==> config.mk <==
export PLATFORM = sky130hd
export DESIGN_NAME = nou_rr_grant_scheduler
export DESIGN_NICKNAME = d
export VERILOG_FILES = /design/src/rtl/nou_rr_grant_scheduler.sv
export SDC_FILE = /design/constraint.sdc
export NUM_CORES = 1
export LEC_CHECK = 0
export CORE_MARGIN = 3
export CORE_UTILIZATION = 45
export DETAILED_ROUTE_END_ITERATION = 10
export PLACE_DENSITY = 0.79
export SLEW_MARGIN = 10
export SYNTH_ARGS = -nofsm -noshare
export SYNTH_HDL_FRONTEND = slang
export SYNTH_SLANG_ARGS = --single-unit
==> constraint.sdc <==
create_clock -name clk -period 2.9 [get_ports clk]
set_input_delay 0.87 -clock clk [delete_from_list [all_inputs] [get_ports clk]]
set_output_delay 0.87 -clock clk [all_outputs]
set_load 0.01 [all_outputs]
==> src/rtl/nou_rr_grant_scheduler.sv <==
// rtl/nou_rr_grant_scheduler.sv - round-robin grant scheduler with burst hold for a shared NOU slot
// Optional priority masking is enabled by defining NOU_SCHED_PRIO_EN.
module nou_rr_grant_scheduler #(
    parameter int NUM_REQ     = 8,
    parameter int MAX_BURST   = 4,
    parameter int INDEX_WIDTH = 16
) (
    input  logic                   clk,
    input  logic                   rst_n,
    input  logic [NUM_REQ-1:0]     req_vec,
`ifdef NOU_SCHED_PRIO_EN
    input  logic [NUM_REQ-1:0]     prio_vec,
`endif
    output logic                   gnt_valid,
    output logic [INDEX_WIDTH-1:0] gnt_index,
    output logic [NUM_REQ-1:0]     gnt_onehot,
    input  logic                   gnt_ready,
    output logic                   busy
);

    localparam int PTR_W = (NUM_REQ > 1) ? $clog2(NUM_REQ) : 1;
    localparam int CNT_W = $clog2(MAX_BURST + 1);
    localparam logic [CNT_W-1:0] BURST_LAST = CNT_W'(MAX_BURST - 1);
    localparam logic [PTR_W-1:0] PTR_INIT   = PTR_W'(NUM_REQ - 1);

    typedef enum logic {IDLE, GRANT} state_t;

    state_t             state_q, state_n;
    logic [PTR_W-1:0]   gnt_idx_q, gnt_idx_n;
    logic [PTR_W-1:0]   last_ptr_q, last_ptr_n;
    logic [CNT_W-1:0]   burst_cnt_q, burst_cnt_n;

    logic               handshake;
    logic [NUM_REQ-1:0] search_vec;
    logic [NUM_REQ-1:0] masked_vec;
    logic [PTR_W-1:0]   search_ptr;
    logic [PTR_W-1:0]   idx_masked, idx_unmasked, search_idx;
    logic               search_hit;
    logic               burst_ok;

    assign handshake = (state_q == GRANT) && gnt_ready;

    // When priority requests exist they shadow the rest; pointer rotation is shared.
`ifdef NOU_SCHED_PRIO_EN
    logic               prio_any;
    assign prio_any   = |(req_vec & prio_vec);
    assign search_vec = prio_any ? (req_vec & prio_vec) : req_vec;
    assign burst_ok   = req_vec[gnt_idx_q] && (burst_cnt_q < BURST_LAST)
                        && !(prio_any && !prio_vec[gnt_idx_q]);
`else
    assign search_vec = req_vec;
    assign burst_ok   = req_vec[gnt_idx_q] && (burst_cnt_q < BURST_LAST);
`endif

    // During a handshake the current grantee is the pointer, so it ends up lowest priority.
    assign search_ptr = (state_q == GRANT) ? gnt_idx_q : last_ptr_q;

    always_comb begin
        masked_vec   = '0;
        idx_masked   = '0;
        idx_unmasked = '0;
        for (int i = 0; i < NUM_REQ; i++) begin
            masked_vec[i] = search_vec[i] && (i > int'(search_ptr));
        end
        for (int i = NUM_REQ - 1; i >= 0; i--) begin
            if (masked_vec[i]) idx_masked   = PTR_W'(i);
            if (search_vec[i]) idx_unmasked = PTR_W'(i);
        end
        search_hit = |search_vec;
        search_idx = (|masked_vec) ? idx_masked : idx_unmasked;
    end

    always_comb begin
        state_n     = state_q;
        gnt_idx_n   = gnt_idx_q;
        last_ptr_n  = last_ptr_q;
        burst_cnt_n = burst_cnt_q;
        case (state_q)
            IDLE: begin
                if (search_hit) begin
                    state_n     = GRANT;
                    gnt_idx_n   = search_idx;
                    burst_cnt_n = '0;
                end
            end
            GRANT: begin
                if (handshake) begin
                    if (burst_ok) begin
                        burst_cnt_n = burst_cnt_q + 1'b1;
                    end else begin
                        last_ptr_n  = gnt_idx_q;
                        burst_cnt_n = '0;
                        if (search_hit) begin
                            gnt_idx_n = search_idx;
                        end else begin
                            state_n = IDLE;
                        end
                    end
                end
            end
            default: state_n = IDLE;
        endcase
    end

    always_ff @(posedge clk or negedge rst_n) begin
        if (!rst_n) begin
            state_q     <= IDLE;
            gnt_idx_q   <= '0;
            last_ptr_q  <= PTR_INIT;
            burst_cnt_q <= '0;
        end else begin
            state_q     <= state_n;
            gnt_idx_q   <= gnt_idx_n;
            last_ptr_q  <= last_ptr_n;
            burst_cnt_q <= burst_cnt_n;
        end
    end

    assign gnt_valid  = (state_q == GRANT);
    assign busy       = (state_q == GRANT);
    assign gnt_index  = INDEX_WIDTH'(gnt_idx_q);
    assign gnt_onehot = gnt_valid ? (NUM_REQ'(1) << gnt_idx_q) : '0;

endmodule

==> impl_metrics.toml, run 1 <==
[sta]
fin_crit_sh = 0.920
timing.fmax_mhz = 375
rsz0062_at_grt = "no"
layout_min_cycle_time_ns = 2.67
tns_ns = 0
clock_skew_ns = 0.00634
hold_viol = 0
slew_viol_final = 0
setup_viol = 0

[critical_path]
cp-start-kind = "register"
worstSetupEndpointType = "primary output"
worst-endpoint-required_ns = 2.03
crit_cells = 3
crit_slowest_cell = "dfrtp_1"
path_cells = "or2b_1, nor2_1, clkdlybuf4s50_1"
max_stage_delay_ns = 0.57
crit_fanout = 10
reg2reg_to = "gnt_idx_q[1]$_DFFE_PN0P_"
rr_worst_depth = 7
reg2reg_slack_ns = 0.74
critical_path.top_delay_family = "flip-flops"
worst-path-buf-inv = 1
r2r-start = "busy$_DFF_PN0_"
crit_start = "gnt_idx_q[0]$_DFFE_PN0P_"
critical_path_arrival_ns = 1.80
cp-endpoint = "gnt_onehot[3]"
worstSetupPathType = "register to primary output"

[run_status]
outcome = "finished clean"

[clocking]
htree_levels = 1
clock_path_buffers = 2
root_buffer = "clkbuf_4"
clk_latency_ns = 0.27
cts_buffers = 3
holdBufCountCts = 0
clock_sinks = 10
cts_resized = 0
cts_tree = "yes"
cts_setup_buffers = 0
path_clk_slew_ns = 0.07

[synth]
yosys_warnings = 0
synth_fa_ha_area_frac = 0.0116
synth_mux_area_frac = 0.156
synth-simple-area-share = 0.255
synth_xor_area_frac = 0
ys_seq_area_frac = 0.235
synthCells = 127
async_reset_ff_frac = 1.00
ys_seq_elements = 10
ys.flop_type = "dfrtp_1"
synth_compound_area_frac = 0.192
synthDistinctLibCells = 44
avgSynthCellArea_sq_um = 8.51
synth_top_family_by_area = "simple AND/OR/NAND/NOR gates"
synth_edf_count = 0
syn_area_sq_um = 1080

[place]
post_dp_cell_area_sq_um = 1340
io_buffers = 23
hpwlAfterDp_um = 2090
routabilityCongestion = 0.855

[min_path]
hold_depth = 2
hp-class = "register to register"

[routing]
vias_per_cell = 5.50
routed_wl_um = 2650
wl_per_cell_um = 14.2
drc = 0
drt-pass1-iter-count = 4
ant_nets = 0
dr.first_iter.drc_count = 27
vias = 1028

[grt]
grt_max_degree = 19
antenna_found_initial = 0
grt_use_total = 0.189
grt_pass1_vias = 986
overflow = 0
grt_pass1_wl_um = 4200

[die]
coreArea_sq_um = 2250
die_y_um = 55.0
dieWidth_um = 55.0
pin_count = 37
rows = 17
initial_utilization = 0.479
dieArea_sq_um = 3030

[layout]
mostFrequentLayoutCells = "23 x clkdlybuf4s50_1, 13 x conb_1, 12 x nand2_1, 12 x o21ai_0, 11 x buf_4"
syn2layout_area_growth_pct = 27.1
layout.nets = 172
drive_above_1_share = 0.233
insertedDiodeCount = 0
stdcell_area_sq_um = 1370
layout_commonest_cell = "clkdlybuf4s50_1"
fill_cells = 211

[power]
power_density_nw_per_um2 = 917
p_leak_nw = 0.601
ir_worst_vdd_v = 0.000486

[flow_run]
maxCapViolations = 0
stage by stage:
stage | total power [W] | setup slack [ns] | hold slack, ns | util | cells
2_1_floorplan | 0.000855 | 0.596 | 0.466 | - | 139
3_3_place_gp | 0.00109 | 0.134 | 0.475 | 0.593 | 183
3_5_place_dp | 0.00113 | 0.0836 | 0.492 | 0.593 | 183
4_1_cts | 0.00126 | 0.219 | 0.502 | 0.609 | 187
5_1_grt | 0.00136 | 0.154 | 0.537 | 0.609 | 187
6_report | 0.00126 | 0.231 | 0.497 | 0.609 | 187
layout make-up:
type | count | area, sq um | share of cell area
flip-flops and latches | 10 | 254 | 0.185
repair buffers | 34 | 313 | 0.228
multi-input cells | 105 | 713 | 0.519
clock buffers | 4 | 36.3 | 0.0264
well taps | 28 | 35.0 | 0.0255
inverters | 6 | 22.5 | 0.0164
cells in the mapped netlist, types with 3 or more instances:
| master | number | share of area |
|---|---|---|
| mux2_2 | 4 | 0.042 |
| mux2i_1 | 3 | 0.028 |
| nor2b_1 | 4 | 0.023 |
| dfstp_2 | 3 | 0.073 |
| inv_1 | 6 | 0.021 |
| nand2_1 | 12 | 0.042 |
| dfrtp_1 | 7 | 0.16 |
| and2_1 | 3 | 0.017 |
| buf_4 | 14 | 0.097 |
| mux2i_2 | 3 | 0.038 |
| o21ai_0 | 12 | 0.056 |
| a21oi_1 | 7 | 0.032 |
| nor3_1 | 5 | 0.023 |
| nor2_1 | 9 | 0.031 |
worst register-to-register path: cells and delay by family (launching register included):
family	cells	cell delay (ns)
AO/OA/AOI/OAI	4	0.77
buffers and inverters	1	0.24
multiplexers	2	0.71
flip-flops	1	0.32
power breakdown:
part	switching (W)	internal, W
Sequential	0.000110	0.000215
Combinational	0.000364	0.000440
Clock	0.0000536	0.0000763
Total	0.000527	0.000732
routing by layer:
layer	wire, um	vias up	share of wire	global-route usage
met3	193	4	0.073	0.0268
li1	-	492	-	-
met2	1300	54	0.49	0.339
met4	31	0	0.012	0.0607
met1	1130	478	0.42	0.230
met5	0	-	0	0
state kept, by name (all words and copies together), names as in the netlist:
register     flops
last_ptr_q       3
busy             1
burst_cnt_q      3
gnt_idx_q        3
worst min path at each step:
stage / from / endpoint / slack [ns]
floorplan: last_ptr_q[0]$_DFFE_PN1P_ / last_ptr_q[0]$_DFFE_PN1P_ / 0.47
global placement: last_ptr_q[0]$_DFFE_PN1P_ / last_ptr_q[0]$_DFFE_PN1P_ / 0.48
detailed placement: last_ptr_q[0]$_DFFE_PN1P_ / last_ptr_q[0]$_DFFE_PN1P_ / 0.49
CTS: last_ptr_q[0]$_DFFE_PN1P_ / last_ptr_q[0]$_DFFE_PN1P_ / 0.50
global route: last_ptr_q[0]$_DFFE_PN1P_ / last_ptr_q[0]$_DFFE_PN1P_ / 0.54
finish: last_ptr_q[0]$_DFFE_PN1P_ / last_ptr_q[0]$_DFFE_PN1P_ / 0.50
logic make-up (layout without fill, tap and decap cells):
logic type,count (synthesis),in the layout
AOI/OAI and AO/OA,31,31
adders and majority gates,1,1
buffers and inverters,24,44
DFF,10,10
muxes,13,13
other,1,13
and+or+nand+nor,47,47
Note: power is estimated with default switching activity, not from simulation.
==> run 2: changes to the inputs <==
==> constraint.sdc (replaced) <==
create_clock -name clk -period 3.4 [get_ports clk]
set_input_delay 1.02 -clock clk [delete_from_list [all_inputs] [get_ports clk]]
set_output_delay 1.02 -clock clk [all_outputs]
set_load 0.01 [all_outputs]
==> run 2 against run 1 <==
Critical path type is now input pin to register. Clock skew up 0.0057 ns. Sequential power fell by 16%. Total power shrank 20%. Wire length decreased by 8.6%. Worst setup slack better by 0.32 ns. Global-route usage shrank 1.8 points. Clock-buffer cell count did not move. Flip-flop and latch count unchanged. Largest cell class unchanged. First-iteration DRC count fell by 22%. Largest power group unchanged. Design area down 5.6%. Die area stayed put.
==> impl_metrics.toml, run 2 (synthesis gave the netlist of run 1 again) <==
[layout]
layout.nets = 163
mostFrequentLayoutCells = "23 x clkdlybuf4s50_1, 13 x conb_1, 12 x nand2_1, 12 x o21ai_0, 9 x nor2_1"
syn2layout_area_growth_pct = 19.9
reg_top3 = "burst_cnt_q: 3 flops, gnt_idx_q: 3 flops, last_ptr_q: 3 flops"
instances_no_fill = 178
insertedDiodeCount = 0
layout_commonest_cell = "clkdlybuf4s50_1"
seqCellArea_sq_um = 254
multi_input_area_sq_um = 713
drive_above_1_share = 0.180
fill_cells = 218

[routing]
ant_nets = 0
routed_wl_um = 2420
vias_per_cell = 5.45
dr.first_iter.drc_count = 21
drt-pass1-iter-count = 4
drc = 0
vias = 970
wl_per_cell_um = 13.6

[sta]
slew_viol_final = 0
clock_skew_ns = 0.0121
fin_crit_sh = 0.837
timing.fmax_mhz = 351
rsz0062_at_grt = "no"
setup_viol = 0
layout_min_cycle_time_ns = 2.85
hold_viol = 0
tns_ns = 0

[clocking]
root_buffer = "clkbuf_4"
path_clk_slew_ns = 0.06
clock_sinks = 10
cts_buffers = 3
htree_levels = 1
clk_latency_ns = 0.26
cts_resized = 0
cts_tree = "yes"
cts_setup_buffers = 0
clock_path_buffers = 2
holdBufCountCts = 0

[critical_path]
crit_fanout = 7
worstSetupPathType = "input pin to register"
worstSetupEndpointType = "register"
critical_path_arrival_ns = 2.99
cp-start-kind = "input pin"
worst-endpoint-required_ns = 3.54

[flow_run]
maxCapViolations = 0

[grt]
grt_max_degree = 14
overflow = 0
grt_pass1_wl_um = 3630
grt_pass1_vias = 822
antenna_found_initial = 0
grt_use_total = 0.170

[place]
hpwlAfterDp_um = 1940
io_buffers = 23
routabilityCongestion = 0.859
placed_cells = 174

[min_path]
hp-class = "register to register"

[die]
initial_utilization = 0.479
dieWidth_um = 55.0
rows = 17
dieArea_sq_um = 3030
die_y_um = 55.0
coreArea_sq_um = 2250
pin_count = 37

[power]
ir_worst_vdd_v = 0.000403
p_leak_nw = 0.551
power_density_nw_per_um2 = 777

[run_status]
outcome = "finished clean"
-- run 2: cell types whose count changed in the layout (fill, tap and decap cells not counted) --
cell / delta
clkbuf_1: +1
buf_4: -9
clkbuf_8: -1
-- run 2: per-stage QoR --
step                instance area [sq um]  hold slack, ns  power, W  setup WS, ns  utilization
floorplan                            1130           0.466  0.000729         0.946            -
global placement                     1270           0.478  0.000901         0.334        0.563
detailed placement                   1270           0.497  0.000923         0.295        0.563
CTS                                  1300           0.499   0.00101         0.564        0.575
global route                         1300           0.543   0.00109         0.432        0.575
finish                               1300           0.495   0.00101         0.554        0.575
-- run 2: worst max-delay path: stages --
cell             delay, ns
clkdlybuf4s50_1       0.51
and2_1                0.20
a2111oi_1             0.44
nor3_2                0.13
nand2b_4              0.18
a21oi_4               0.21
mux2_4                0.31
-- run 2: cell type report --
cell class                      count  share of cell area
Multi-Input combinational cell    105               0.550
Sequential cell                    10               0.196
Timing Repair Buffer               25               0.189
Tap cell                           28              0.0270
Clock buffer                        4              0.0203
Inverter                            6              0.0174
-- run 2: worst paths after layout --
check	from	endpoint	slack (ns)	cells past startpoint
setup / recovery	req_vec[1]	gnt_idx_q[1]$_DFFE_PN0P_	0.55	7
hold / removal	last_ptr_q[0]$_DFFE_PN1P_	last_ptr_q[0]$_DFFE_PN1P_	0.49	2
setup reg to reg	busy$_DFF_PN0_	gnt_idx_q[1]$_DFFE_PN0P_	1.18	6
hold reg to reg	last_ptr_q[0]$_DFFE_PN1P_	last_ptr_q[0]$_DFFE_PN1P_	0.49	2
max in group asynchronous	rst_n	last_ptr_q[2]$_DFFE_PN1P_	1.97	1
min in group asynchronous	rst_n	burst_cnt_q[0]$_DFFE_PN0P_	1.07	1
-- run 2: layer usage --
layer / vias up / wire length (um) / global-route usage
li1: 476 / - / -
met1: 457 / 1120 / 0.222
met2: 33 / 1130 / 0.280
met5: - / 0 / 0
met3: 4 / 143 / 0.0322
met4: 0 / 31 / 0.0607
-- run 2: report_power, final --
group,leakage (nW),internal [W],switching [W]
combinational,0.421,0.000349,0.000298
clock,0.0150,0.0000452,0.0000409
sequential,0.115,0.000184,0.0000904
==> run 3: changes to the inputs <==
==> constraint.sdc (replaced) <==
create_clock -name clk -period 2.89 [get_ports clk]
set_input_delay 0.867 -clock clk [delete_from_list [all_inputs] [get_ports clk]]
set_output_delay 0.867 -clock clk [all_outputs]
set_load 0.01 [all_outputs]
==> run 3 against run 2 <==
Flip-flop and latch count did not move. Core utilization increased by 3.4 points. First-iteration DRC count is 95% higher. Combinational power rose by 25%. Register-to-register slack got worse by 0.46 ns. Worst hold slack better by 0.0052 ns. Clock-buffer cell count stayed put. Highest routed layer unchanged.
==> impl_metrics.toml, run 3 (synthesis gave the netlist of run 1 again) <==
[clocking]
clk_latency_ns = 0.27
clock_path_buffers = 2
cts_buffers = 3
path_clk_slew_ns = 0.07
cts_setup_buffers = 0
holdBufCountCts = 0
clock_sinks = 10
root_buffer = "clkbuf_4"
cts_tree = "yes"
htree_levels = 1
cts_resized = 0

[run_status]
outcome = "finished clean"

[grt]
use_met3 = 0.0188
overflow = 0
grt_pass1_vias = 985
grt_use_total = 0.192
grt_use_met2 = 0.352
busiest_layer = "met2"
grt_pass1_wl_um = 4230
met1_usage = 0.223
grt_max_degree = 19
antenna_found_initial = 0

[power]
ir_worst_vdd_v = 0.000467
p_leak_nw = 0.601
power_density_nw_per_um2 = 923

[sta]
fin_crit_sh = 0.928
slew_viol_final = 0
hold_viol = 0
whs_ns = 0.500
tns_ns = 0
clock_skew_ns = 0.00183
rsz0062_at_grt = "no"
setup_viol = 0
layout_min_cycle_time_ns = 2.68
timing.fmax_mhz = 373

[routing]
ant_nets = 0
vias = 1024
vias_per_cell = 5.48
dr.first_iter.drc_count = 41
drt-pass1-iter-count = 4
wl_per_cell_um = 14.4
routed_wl_um = 2700
drc = 0

[critical_path]
worst-endpoint-required_ns = 2.02
worstSetupEndpointType = "primary output"
crit_fanout = 10
worstSetupPathType = "register to primary output"
critical_path_arrival_ns = 1.81
cp-start-kind = "register"

[layout]
drive_above_1_share = 0.233
insertedDiodeCount = 0
syn2layout_area_growth_pct = 27.1
mostFrequentLayoutCells = "23 x clkdlybuf4s50_1, 13 x conb_1, 12 x nand2_1, 12 x o21ai_0, 11 x buf_4"
layout_commonest_cell = "clkdlybuf4s50_1"
reg_top3 = "burst_cnt_q: 3 flops, gnt_idx_q: 3 flops, last_ptr_q: 3 flops"
layout.nets = 172

[flow_run]
maxCapViolations = 0

[die]
initial_utilization = 0.479
dieWidth_um = 55.0
die_y_um = 55.0
coreArea_sq_um = 2250
dieArea_sq_um = 3030
rows = 17
pin_count = 37

[place]
hpwlAfterDp_um = 2110
io_buffers = 23
routabilityCongestion = 0.855

[min_path]
hp-class = "register to register"
==> run 3: final timing paths <==
path | startpoint | to | slack [ns] | cells past startpoint
worst max-delay path | gnt_idx_q[0]$_DFFE_PN0P_ | gnt_onehot[3] | 0.21 | 3
worst min-delay path | last_ptr_q[0]$_DFFE_PN1P_ | last_ptr_q[0]$_DFFE_PN1P_ | 0.50 | 2
worst max register to register | busy$_DFF_PN0_ | gnt_idx_q[1]$_DFFE_PN0P_ | 0.72 | 7
worst min register to register | last_ptr_q[0]$_DFFE_PN1P_ | last_ptr_q[0]$_DFFE_PN1P_ | 0.50 | 2
max in group asynchronous | rst_n | last_ptr_q[2]$_DFFE_PN1P_ | 1.63 | 1
min in group asynchronous | rst_n | gnt_idx_q[0]$_DFFE_PN0P_ | 0.91 | 1
==> run 3: per-layer routing <==
metal / vias to the layer above / wire length [um]
met1: 478 / 1090
met3: 3 / 220
met2: 50 / 1360
li1: 493 / -
met4: 0 / 26
met5: - / 0
==> run 3: power breakdown <==
group	switching, W	total, W	internal, W
clock network	0.0000555	0.000132	0.0000766
logic	0.000368	0.000809	0.000441
registers	0.000110	0.000326	0.000216
==> run 3: worst max-delay path, cell delays in order, from the launching register on <==
cell and delay, ns:
dfrtp_1 0.59, or2b_1 0.29, nor2_1 0.11, clkdlybuf4s50_1 0.55
==> run 3: stage by stage <==
| stage | total power, W | setup slack, ns | utilization | cell area, sq um | instances |
|---|---|---|---|---|---|
| 6_report | 0.00127 | 0.208 | 0.609 | 1370 | 187 |
| 5_1_grt | 0.00135 | 0.141 | 0.609 | 1370 | 187 |
| 4_1_cts | 0.00126 | 0.207 | 0.609 | 1370 | 187 |
| 3_5_place_dp | 0.00113 | 0.0704 | 0.593 | 1340 | 183 |
| 3_3_place_gp | 0.00109 | 0.127 | 0.593 | 1340 | 183 |
| 2_1_floorplan | 0.000858 | 0.589 | - | 1130 | 139 |
==> run 3: final cells by class <==
type | count | area, sq um
clock buffer | 4 | 36.3
fill | 214 | 881
inverter | 6 | 22.5
multi-input combinational | 105 | 713
sequential | 10 | 254
tap | 28 | 35.0
timing repair buffer | 34 | 313
